File: config.mk
export PLATFORM = sky130hd
export DESIGN_NAME = demux_1x4_rr_sched_flat
export DESIGN_NICKNAME = d
export VERILOG_FILES = /design/src/rtl/demux_1x4_rr_sched_if.sv /design/src/rtl/demux_1x4_rr_sched.sv /design/src/flat_wrapper.sv
export SDC_FILE = /design/constraint.sdc
export NUM_CORES = 1
export LEC_CHECK = 0
export ABC_AREA = 1
export CELL_PAD_IN_SITES_DETAIL_PLACEMENT = 0
export CELL_PAD_IN_SITES_GLOBAL_PLACEMENT = 2
export CORE_ASPECT_RATIO = 0.75
export CORE_UTILIZATION = 19
export DETAILED_ROUTE_END_ITERATION = 6
export PLACE_DENSITY_LB_ADDON = 0.3
export SLEW_MARGIN = 30
export SYNTH_ARGS = -nofsm -noshare
export SYNTH_HDL_FRONTEND = slang
export SYNTH_SLANG_ARGS = --single-unit
File: constraint.sdc
create_clock -name clk -period 1.4 [get_ports clk]
set_input_delay 0.42 -clock clk [delete_from_list [all_inputs] [get_ports clk]]
set_output_delay 0.42 -clock clk [all_outputs]
set_load 0.02 [all_outputs]
File: src/rtl/demux_1x4_rr_sched_if.sv
// Bus bundle for demux_1x4_rr_sched: input stream, shared output data,
// one-hot per-sink valid/ready and the demux select pair.
// Optional drop pulse present only when DEMUX_SCHED_TIMEOUT_EN is defined.
interface demux_1x4_rr_sched_if #(
  parameter int unsigned DATA_W = 8
);
  logic [3:0]        chan_en;
  logic [DATA_W-1:0] in_data;
  logic              in_valid;
  logic              in_ready;
  logic [DATA_W-1:0] out_data;
  logic [3:0]        out_valid;
  logic [3:0]        out_ready;
  logic [1:0]        sel;
`ifdef DEMUX_SCHED_TIMEOUT_EN
  logic              drop;

  modport master (
    output chan_en, in_data, in_valid, out_ready,
    input  in_ready, out_data, out_valid, sel, drop
  );

  modport slave (
    input  chan_en, in_data, in_valid, out_ready,
    output in_ready, out_data, out_valid, sel, drop
  );
`else
  modport master (
    output chan_en, in_data, in_valid, out_ready,
    input  in_ready, out_data, out_valid, sel
  );

  modport slave (
    input  chan_en, in_data, in_valid, out_ready,
    output in_ready, out_data, out_valid, sel
  );
`endif
endinterface

File: src/rtl/demux_1x4_rr_sched.sv
// Round-robin scheduler for a 1x4 demux: one-entry output buffer, BURST_LEN
// beats per enabled channel, then advance to the next enabled channel.
// Optional stall timeout with drop pulse: define DEMUX_SCHED_TIMEOUT_EN.
module demux_1x4_rr_sched #(
  parameter int unsigned DATA_W    = 8,
  parameter int unsigned BURST_LEN = 4,
  parameter int unsigned TIMEOUT   = 16
) (
  input logic                 clk,
  input logic                 rst,
  demux_1x4_rr_sched_if.slave bus
);
  localparam int unsigned CNT_W = $clog2(BURST_LEN + 1);

  if (BURST_LEN < 1 || TIMEOUT < 1) begin : g_bad_cfg
    $error("demux_1x4_rr_sched: BURST_LEN and TIMEOUT must be >= 1");
  end

  typedef enum logic {EMPTY, FULL} state_e;

  state_e            state_q, state_d;
  logic [1:0]        sel_q, sel_d;
  logic [CNT_W-1:0]  cnt_q, cnt_d;
  logic [DATA_W-1:0] data_q, data_d;

  logic full, out_fire, in_fire, stall, in_ready, timeout;

`ifdef DEMUX_SCHED_TIMEOUT_EN
  localparam int unsigned WAIT_W = $clog2(TIMEOUT + 1);
  logic [WAIT_W-1:0] wait_q, wait_d;
`endif

  // First enabled channel after cur, wrapping back to cur; cur if none enabled.
  function automatic logic [1:0] next_sel(input logic [1:0] cur, input logic [3:0] en);
    logic [1:0] res;
    logic [1:0] cand;
    res = cur;
    // Walk from the farthest candidate down so the nearest enabled one wins.
    for (int unsigned k = 3; k >= 1; k--) begin
      cand = cur + 2'(k);
      if (en[cand]) res = cand;
    end
    return res;
  endfunction

  assign full     = (state_q == FULL);
  assign out_fire = full & bus.out_ready[sel_q];
  assign stall    = full & ~bus.out_ready[sel_q];
`ifdef DEMUX_SCHED_TIMEOUT_EN
  assign timeout  = stall & (wait_q == WAIT_W'(TIMEOUT - 1));
`else
  assign timeout  = 1'b0;
`endif
  assign in_ready = (|bus.chan_en) & (~full | out_fire) & ~timeout;
  assign in_fire  = bus.in_valid & in_ready;

  assign bus.in_ready  = in_ready;
  assign bus.out_data  = data_q;
  assign bus.out_valid = full ? (4'b0001 << sel_q) : '0;
  assign bus.sel       = sel_q;
`ifdef DEMUX_SCHED_TIMEOUT_EN
  assign bus.drop      = timeout;
`endif

  // Next-state: buffer occupancy, burst counting and channel advance.
  always_comb begin
    state_d = state_q;
    sel_d   = sel_q;
    cnt_d   = cnt_q;
    data_d  = data_q;

    if (out_fire) begin
      if (cnt_q == CNT_W'(BURST_LEN - 1)) begin
        cnt_d = '0;
        sel_d = next_sel(sel_q, bus.chan_en);
      end else begin
        cnt_d = cnt_q + CNT_W'(1);
      end
    end else if (!full && !bus.chan_en[sel_q] && (|bus.chan_en)) begin
      // Idle on a disabled channel: skip ahead so the next beat lands on a live sink.
      cnt_d = '0;
      sel_d = next_sel(sel_q, bus.chan_en);
    end else if (timeout) begin
      cnt_d = '0;
      sel_d = next_sel(sel_q, bus.chan_en);
    end

    // A load in the same cycle as a drain keeps the buffer full (reload).
    if (in_fire) begin
      data_d  = bus.in_data;
      state_d = FULL;
    end else if (out_fire || timeout) begin
      state_d = EMPTY;
    end
  end

`ifdef DEMUX_SCHED_TIMEOUT_EN
  // Stall cycle counter; any drain, reload, timeout or empty buffer clears it.
  always_comb begin
    wait_d = '0;
    if (stall && !timeout) wait_d = wait_q + WAIT_W'(1);
  end

  // Stall counter register.
  always_ff @(posedge clk) begin
    if (rst) wait_q <= '0;
    else     wait_q <= wait_d;
  end
`endif

  // State registers with synchronous reset; a held beat is simply discarded.
  always_ff @(posedge clk) begin
    if (rst) begin
      state_q <= EMPTY;
      sel_q   <= '0;
      cnt_q   <= '0;
      data_q  <= '0;
    end else begin
      state_q <= state_d;
      sel_q   <= sel_d;
      cnt_q   <= cnt_d;
      data_q  <= data_d;
    end
  end
endmodule

File: src/flat_wrapper.sv
// flat-port wrapper written by rule: the top's interface ports become plain ports
module demux_1x4_rr_sched_flat 
#(
  parameter int unsigned DATA_W    = 8,
  parameter int unsigned BURST_LEN = 4,
  parameter int unsigned TIMEOUT   = 16
)
  (clk, rst, bus_chan_en, bus_in_data, bus_in_valid, bus_out_ready, bus_in_ready, bus_out_data, bus_out_valid, bus_sel);
  demux_1x4_rr_sched_if #(.DATA_W(DATA_W)) bus_i ();
  input logic clk;
  input logic rst;
  input wire logic [$bits(bus_i.chan_en)-1:0] bus_chan_en;
  input wire logic [$bits(bus_i.in_data)-1:0] bus_in_data;
  input wire logic [$bits(bus_i.in_valid)-1:0] bus_in_valid;
  input wire logic [$bits(bus_i.out_ready)-1:0] bus_out_ready;
  output wire logic [$bits(bus_i.in_ready)-1:0] bus_in_ready;
  output wire logic [$bits(bus_i.out_data)-1:0] bus_out_data;
  output wire logic [$bits(bus_i.out_valid)-1:0] bus_out_valid;
  output wire logic [$bits(bus_i.sel)-1:0] bus_sel;
  assign bus_i.chan_en = bus_chan_en;
  assign bus_i.in_data = bus_in_data;
  assign bus_i.in_valid = bus_in_valid;
  assign bus_i.out_ready = bus_out_ready;
  assign bus_in_ready = bus_i.in_ready;
  assign bus_out_data = bus_i.out_data;
  assign bus_out_valid = bus_i.out_valid;
  assign bus_sel = bus_i.sel;
  demux_1x4_rr_sched #(.DATA_W(DATA_W), .BURST_LEN(BURST_LEN), .TIMEOUT(TIMEOUT)) u_core (.clk(clk), .rst(rst), .bus(bus_i));
endmodule
==> results.yml, run 1 <==
status:
  status: "finished, violations left"
  violations: "negative setup slack"
cells_and_area:
  finalNonFillerCells: 252
  drive_gt1_share_pct: 42.1
  antenna_cells: 0
  fin_util_pct: 42.2
  fillers: 425
  areaGrowthSynthToFinish_pct: 104
  num-nets-final: 222
placed_design:
  place_inst: 236
  place_hpwl_um: 2000
  port_buffers: 33
  place.gp.congestion: 0.703
pwr:
  cell_internal_pwr_w: 0.00159
  leakage_nw: 0.872
  clockPowerShare_pct: 14.9
  power_density_mw_per_mm2: 1500
  p_seq_share_pct: 20.0
  peakVddDrop_mv: 0.592
  p_sw_w: 0.00108
  p_sw_share_pct: 40.5
  p_comb_share_pct: 65.1
synthesis:
  synthesis.instances: 133
  ys_seq_elements: 14
  syn-cell-area_um2: 876
  synthDistinctLibCells: 19
  syn_nets: 157
  ys_warn_count: 0
  ys_seq_area_share_pct: 32.0
  avgSynthCellArea_um2: 6.59
critical_path:
  crit_family: "flip-flops"
  critPathBufInv: 2
  critPathMaxFanout: 5
  critPathRequiredTime_ns: 0.98
  crit_arrival_ns: 1.27
  critPathKind: "reg2out"
  max_stage_delay_ns: 0.40
  crit_path_end_kind: "primary output"
  start_kind: "flip-flop"
  worstPathCellList: "buf_6 -> nand2_4 -> nand3_4 -> nand2_4 -> a21boi_4 -> buf_6"
  cpMaxStageDelayCell: "dfxtp_4"
flow_run:
  max_cap_violations: 0
routing:
  wire_per_inst_um: 11.4
  drtPass1Iterations: 4
  drtIter0Drc: 39
  vias: 1074
  drc: 0
  ant_nets: 0
  wl_um: 2870
  vias_per_cell: 4.26
hold_path:
  hold_class: "reg2reg"
timing:
  rsz0062_at_grt: "true"
  finalSetupViolCount: 17
  fmax_mhz: 593
  period_share_pct: 120
  hold-worst-slack_ns: 0.442
  clock_skew_ns: 0.00142
  slew_headroom_pct: 80.8
  tightest_slew_ns: 0.288
  fin_tns_setup_ns: -1.45
  slew_viol_final: 0
  fin_ws_ns: -0.286
  finalCriticalPeriod_ns: 1.69
  hold_violations: 0
die:
  core_mm2: 0.00423
  die-area_mm2: 0.00489
  ios: 34
  floorplan.initialDensity_pct: 20.7
  dieWidth_um: 80.4
  num_rows: 20
  die_h_um: 60.8
global_route:
  use_met2_pct: 19.1
  use_met1_pct: 14.4
  grt_pass1_wl_um: 4210
  grt_max_degree: 11
  grt_use_met3_pct: 3.31
  antenna_found_initial: 0
  grt_overflow: 0
  grtUsageTotal_pct: 11.2
  grt.busiest_layer: "met2"
  grt_pass1_vias: 976
clocking:
  cts_root_buf: "clkbuf_8"
  cts_made_buffers: 3
  ctsLongestPathBuffers: 2
  clk_pin_slew_ns: 0.06
  insertion_delay_ns: 0.24
  cts_tree: "done"
  clock_sinks: 14
  htree_levels: 1
## worst register-to-register path, cell delays in order (launching register included)
cell and delay [ns]:
dfxtp_4 0.40, inv_6 0.05, buf_6 0.12, ha_4 0.28, nand3_2 0.09, nand2_1 0.07, inv_1 0.05, nand2_2 0.07
nand3_2 0.06, nand2_1 0.07, inv_1 0.04, nor2_1 0.07
## through the flow
stage / setup slack (ns) / cell area [um^2] / power (W)
floorplan: -0.115 / 881 / 0.00114
global placement: -0.910 / 1400 / 0.00164
detailed placement: -0.931 / 1400 / 0.00166
CTS: -0.293 / 1670 / 0.00244
global route: -0.334 / 1780 / 0.00284
finish: -0.286 / 1780 / 0.00267
## final cells by class
cell class | instances | area [um^2] | share of cell area (%)
multi-input cells | 98 | 711 | 39.8
repair buffers | 64 | 591 | 33.1
flip-flops and latches | 14 | 288 | 16.1
inverters | 17 | 71.3 | 4.00
well taps | 55 | 68.8 | 3.86
clock buffers | 4 | 55.1 | 3.09
## per-layer routing
layer | share of wire [%] | wire length (um)
met5 | 0 | 0
met2 | 48 | 1380
met3 | 2.6 | 76
met4 | 0.42 | 12
met1 | 49 | 1400
## final timing paths
| check | start | endpoint | slack (ns) | cells after the start |
|---|---|---|---|---|
| worst max register to register | u_core.bus.sel[0]$_SDFFE_PP0P_ | u_core.bus.sel[0]$_SDFFE_PP0P_ | -0.05 | 11 |
| worst max-delay path | u_core.bus.sel[0]$_SDFFE_PP0P_ | bus_in_ready | -0.29 | 6 |
| worst min-delay path | u_core.cnt_q[2]$_SDFFE_PP0P_ | u_core.cnt_q[2]$_SDFFE_PP0P_ | 0.44 | 2 |
| worst min register to register | u_core.cnt_q[2]$_SDFFE_PP0P_ | u_core.cnt_q[2]$_SDFFE_PP0P_ | 0.44 | 2 |
## synthesized netlist by cell type, drive strengths merged
master  count  share of area [%]
o21ai       2                1.1
nor2        8                3.4
inv        17                7.9
nand4       2                1.4
nand3      23                 14
a21oi      12                6.9
a21boi      1                2.1
buf         3                2.3
dfxtp      14                 32
nand2      45                 21
clkbuf      1               0.43
ha          5                7.1
## state kept, by name (all words and copies together), names as in the netlist
register	cells
u_core.bus.out_data	8
u_core.cnt_q	3
u_core.full	1
u_core.bus.sel	2
## placed cells by master (no fill, tap or decap), drive strengths merged
master / netlist / layout
clkdlybuf4s50: 0 / 10
dfxtp: 14 / 14
nand3: 23 / 23
o21ai: 2 / 2
dlygate4sd2: 0 / 16
nand2: 45 / 45
buf: 3 / 37
a21boi: 1 / 1
inv: 17 / 17
nand4: 2 / 2
ha: 5 / 5
a21oi: 12 / 12
clkbuf: 1 / 5
nor2: 8 / 8
## kinds of logic (layout without fill, tap and decap cells)
kind of cell | after synthesis | after routing | share of synthesized area (%)
buffers and inverters | 21 | 85 | 10.6
adder cells (fa/ha/maj) | 5 | 5 | 7.14
flip-flops | 14 | 14 | 32.0
AND/OR/NAND/NOR | 78 | 78 | 40.1
AO/OA/AOI/OAI | 15 | 15 | 10.1
## power groups by stage
| stage | registers (W) | logic (W) | clock network, W |
|---|---|---|---|
| final | 0.000536 | 0.00174 | 0.000398 |
| after global routing | 0.000543 | 0.00188 | 0.000424 |
| after CTS | 0.000534 | 0.00150 | 0.000407 |
| after detailed placement | 0.000545 | 0.00111 | 0 |
| after global placement | 0.000541 | 0.00110 | 0 |
| after floorplan | 0.000564 | 0.000574 | 0 |
## repair_timing
item / CTS / global route
setup endpoints to repair: 29 / 21
cloned: 0 / 0
resized for setup: 91 / 25
hold buffers: 0 / 0
buffers inserted: 10 / 2
pin swaps: 16 / 10
Note: power is estimated with default switching activity, not from simulation.
==> run 2, diff against run 1 <==
CELL_PAD_IN_SITES_DETAIL_PLACEMENT = 1   (was 0)
CELL_PAD_IN_SITES_GLOBAL_PLACEMENT = 1   (was 2)
CORE_UTILIZATION = 26   (was 19)
==> run 2 against run 1 <==
Compared with the run above:
- the flow still finishes with violations (negative setup slack)
- sequential power decreased by 1%
- total power decreased by 4.7%
- first-iteration DRC count decreased by 5.1%
- routed wire length increased by 20%
- non-clock buffer count decreased by 9
- clock skew increased by 0.0025 ns
- largest power group unchanged
- register-to-register slack about the same
- clock power decreased by 1%
- combinational power decreased by 6%
==> results.yml, run 2 (synthesis gave the netlist of run 1 again) <==
clocking:
  ctsHoldBuffers: 0
  cts_tree: "done"
  clk_pin_slew_ns: 0.06
  cts_root_buf: "clkbuf_8"
  insertion_delay_ns: 0.25
  ctsLongestPathBuffers: 2
  cts_made_buffers: 3
  htree_levels: 1
  clock_sinks: 14
routing:
  drc: 0
  ant_nets: 0
  wl_um: 3460
  drtIter0Drc: 37
  vias_per_cell: 4.70
  vias: 1062
  wire_per_inst_um: 15.3
  drtPass1Iterations: 3
critical_path:
  r2r_start: "u_core.bus.sel[1]$_SDFFE_PP0P_"
  crit_path_end_kind: "primary output"
  crit_family: "flip-flops"
  critPathKind: "reg2out"
  critPathRequiredTime_ns: 0.98
  worstPathCellList: "buf_6 -> nand2_4 -> nand3_4 -> nand2_4 -> a21boi_4 -> buf_6"
  r2r_cells: 11
  r2r-end: "u_core.bus.sel[1]$_SDFFE_PP0P_"
  crit_arrival_ns: 1.25
  regToRegSetupSlack_ns: -0.05
  max_stage_delay_ns: 0.38
  cpMaxStageDelayCell: "dfxtp_4"
  critPathBufInv: 2
  start_kind: "flip-flop"
  critPathMaxFanout: 3
placed_design:
  dp_slack_ns: -0.910
  place_hpwl_um: 2330
  port_buffers: 33
  place.gp.congestion: 0.836
  place_inst: 218
cells_and_area:
  antenna_cells: 0
  areaGrowthSynthToFinish_pct: 87.1
  largest_reg_flops: 8
  drive_gt1_share_pct: 37.8
  num-nets-final: 213
  finalNonFillerCells: 226
  fin_util_pct: 53.5
  final_common_cell: "nand2_1"
  final_cell_mix: "34 x nand2_1, 18 x buf_4, 16 x dlygate4sd2_1"
timing:
  slew_headroom_pct: 78.4
  fmax_mhz: 600
  fin_tns_setup_ns: -1.19
  finalCriticalPeriod_ns: 1.67
  period_share_pct: 119
  hold_violations: 0
  finalSetupViolCount: 10
  rsz0062_at_grt: "true"
  fin_ws_ns: -0.267
  slew_viol_final: 0
  clock_skew_ns: 0.00391
  tightest_slew_ns: 0.323
global_route:
  antenna_found_initial: 0
  grt_overflow: 0
  grt_pass1_vias: 1133
  grtUsageTotal_pct: 19.5
  grt_pass1_wl_um: 5470
  grt_max_degree: 11
pwr:
  design_power_total_w: 0.00255
  clockPowerShare_pct: 15.5
  p_sw_w: 0.00108
  cell_internal_pwr_w: 0.00147
  power_density_mw_per_mm2: 1560
  leakage_nw: 0.821
  p_comb_share_pct: 63.8
  p_seq_share_pct: 20.7
  peakVddDrop_mv: 0.689
  p_sw_share_pct: 42.3
die:
  dieWidth_um: 69.0
  num_rows: 17
  die_h_um: 52.3
  floorplan.initialDensity_pct: 28.6
  die-area_mm2: 0.00361
  core_mm2: 0.00306
  ios: 34
flow_run:
  max_cap_violations: 0
hold_path:
  hold_depth: 2
  holdCritStartpoint: "u_core.cnt_q[2]$_SDFFE_PP0P_"
  hold_class: "reg2reg"
  min_to: "u_core.cnt_q[2]$_SDFFE_PP0P_"
status:
  status: "finished, violations left"
  violations: "negative setup slack"
==> run 2: cell count changes in the layout (fill, tap and decap cells not counted), moves of 2 or more <==
| cell | previous run | this run |
|---|---|---|
| inv_1 | 14 | 11 |
| ha_4 | 4 | 2 |
| buf_6 | 18 | 9 |
| ha_1 | 1 | 3 |
| inv_2 | 1 | 3 |
| buf_2 | 0 | 2 |
| nand2_2 | 8 | 5 |
| nand3_2 | 7 | 5 |
| nand2_1 | 31 | 34 |
==> run 2: routing by layer <==
layer  routed length, um  GRT usage (%)  vias to the layer above
met4                   0              0                        0
met3                 101           5.19                        0
met5                   0              0                        -
met2                1850           38.5                       15
met1                1510           22.5                      508
li1                    -              -                      539
==> run 2: worst register-to-register path, stage by stage, from the launching register on <==
cell and delay [ns]:
dfxtp_4 0.38, inv_4 0.05, buf_6 0.12, ha_4 0.30, inv_4 0.04, buf_6 0.11, nand2_4 0.06, nand3_2 0.05
nand2_1 0.06, nand3_1 0.06, nand2_1 0.07, nor2_1 0.04
==> run 2: cell type report <==
cell class                 instances  area (um^2)
clock buffer                       4         55.1
inverter                          17         73.8
multi-input combinational         98          688
sequential                        14          288
fill                             374         1420
timing repair buffer              55          487
tap                               38         47.5
==> run 2: power groups by stage <==
stage | clock, W | sequential, W | combinational, W
after global routing | 0.000422 | 0.000536 | 0.00176
after CTS | 0.000405 | 0.000527 | 0.00137
after floorplan | 0 | 0.000564 | 0.000574
after detailed placement | 0 | 0.000540 | 0.00113
after global placement | 0 | 0.000534 | 0.00108
final | 0.000394 | 0.000528 | 0.00163
==> run 2: per-stage QoR <==
step                hold slack, ns  cell area, um^2
finish                       0.447             1640
global route                 0.467             1640
CTS                          0.443             1520
detailed placement           0.429             1370
global placement             0.427             1370
floorplan                    0.417              881
==> run 2: how the worst max path moves through the flow <==
stage | slack, ns | from | depth (start not counted) | end
global route | -0.31 | u_core.bus.sel[0]$_SDFFE_PP0P_ | 6 | bus_in_ready
CTS | -0.24 | u_core.bus.sel[0]$_SDFFE_PP0P_ | 6 | bus_in_ready
floorplan | -0.12 | u_core.bus.sel[0]$_SDFFE_PP0P_ | 6 | bus_in_ready
global placement | -0.91 | bus_out_ready[3] | 6 | bus_in_ready
finish | -0.27 | u_core.bus.sel[0]$_SDFFE_PP0P_ | 6 | bus_in_ready
detailed placement | -0.91 | bus_out_ready[1] | 6 | bus_in_ready
==> run 2: what timing repair did <==
item / in CTS / in global routing
setup endpoints to repair: 29 / 19
setup buffers: 5 / 6
gates resized for setup: 78 / 26
pin swaps: 17 / 18
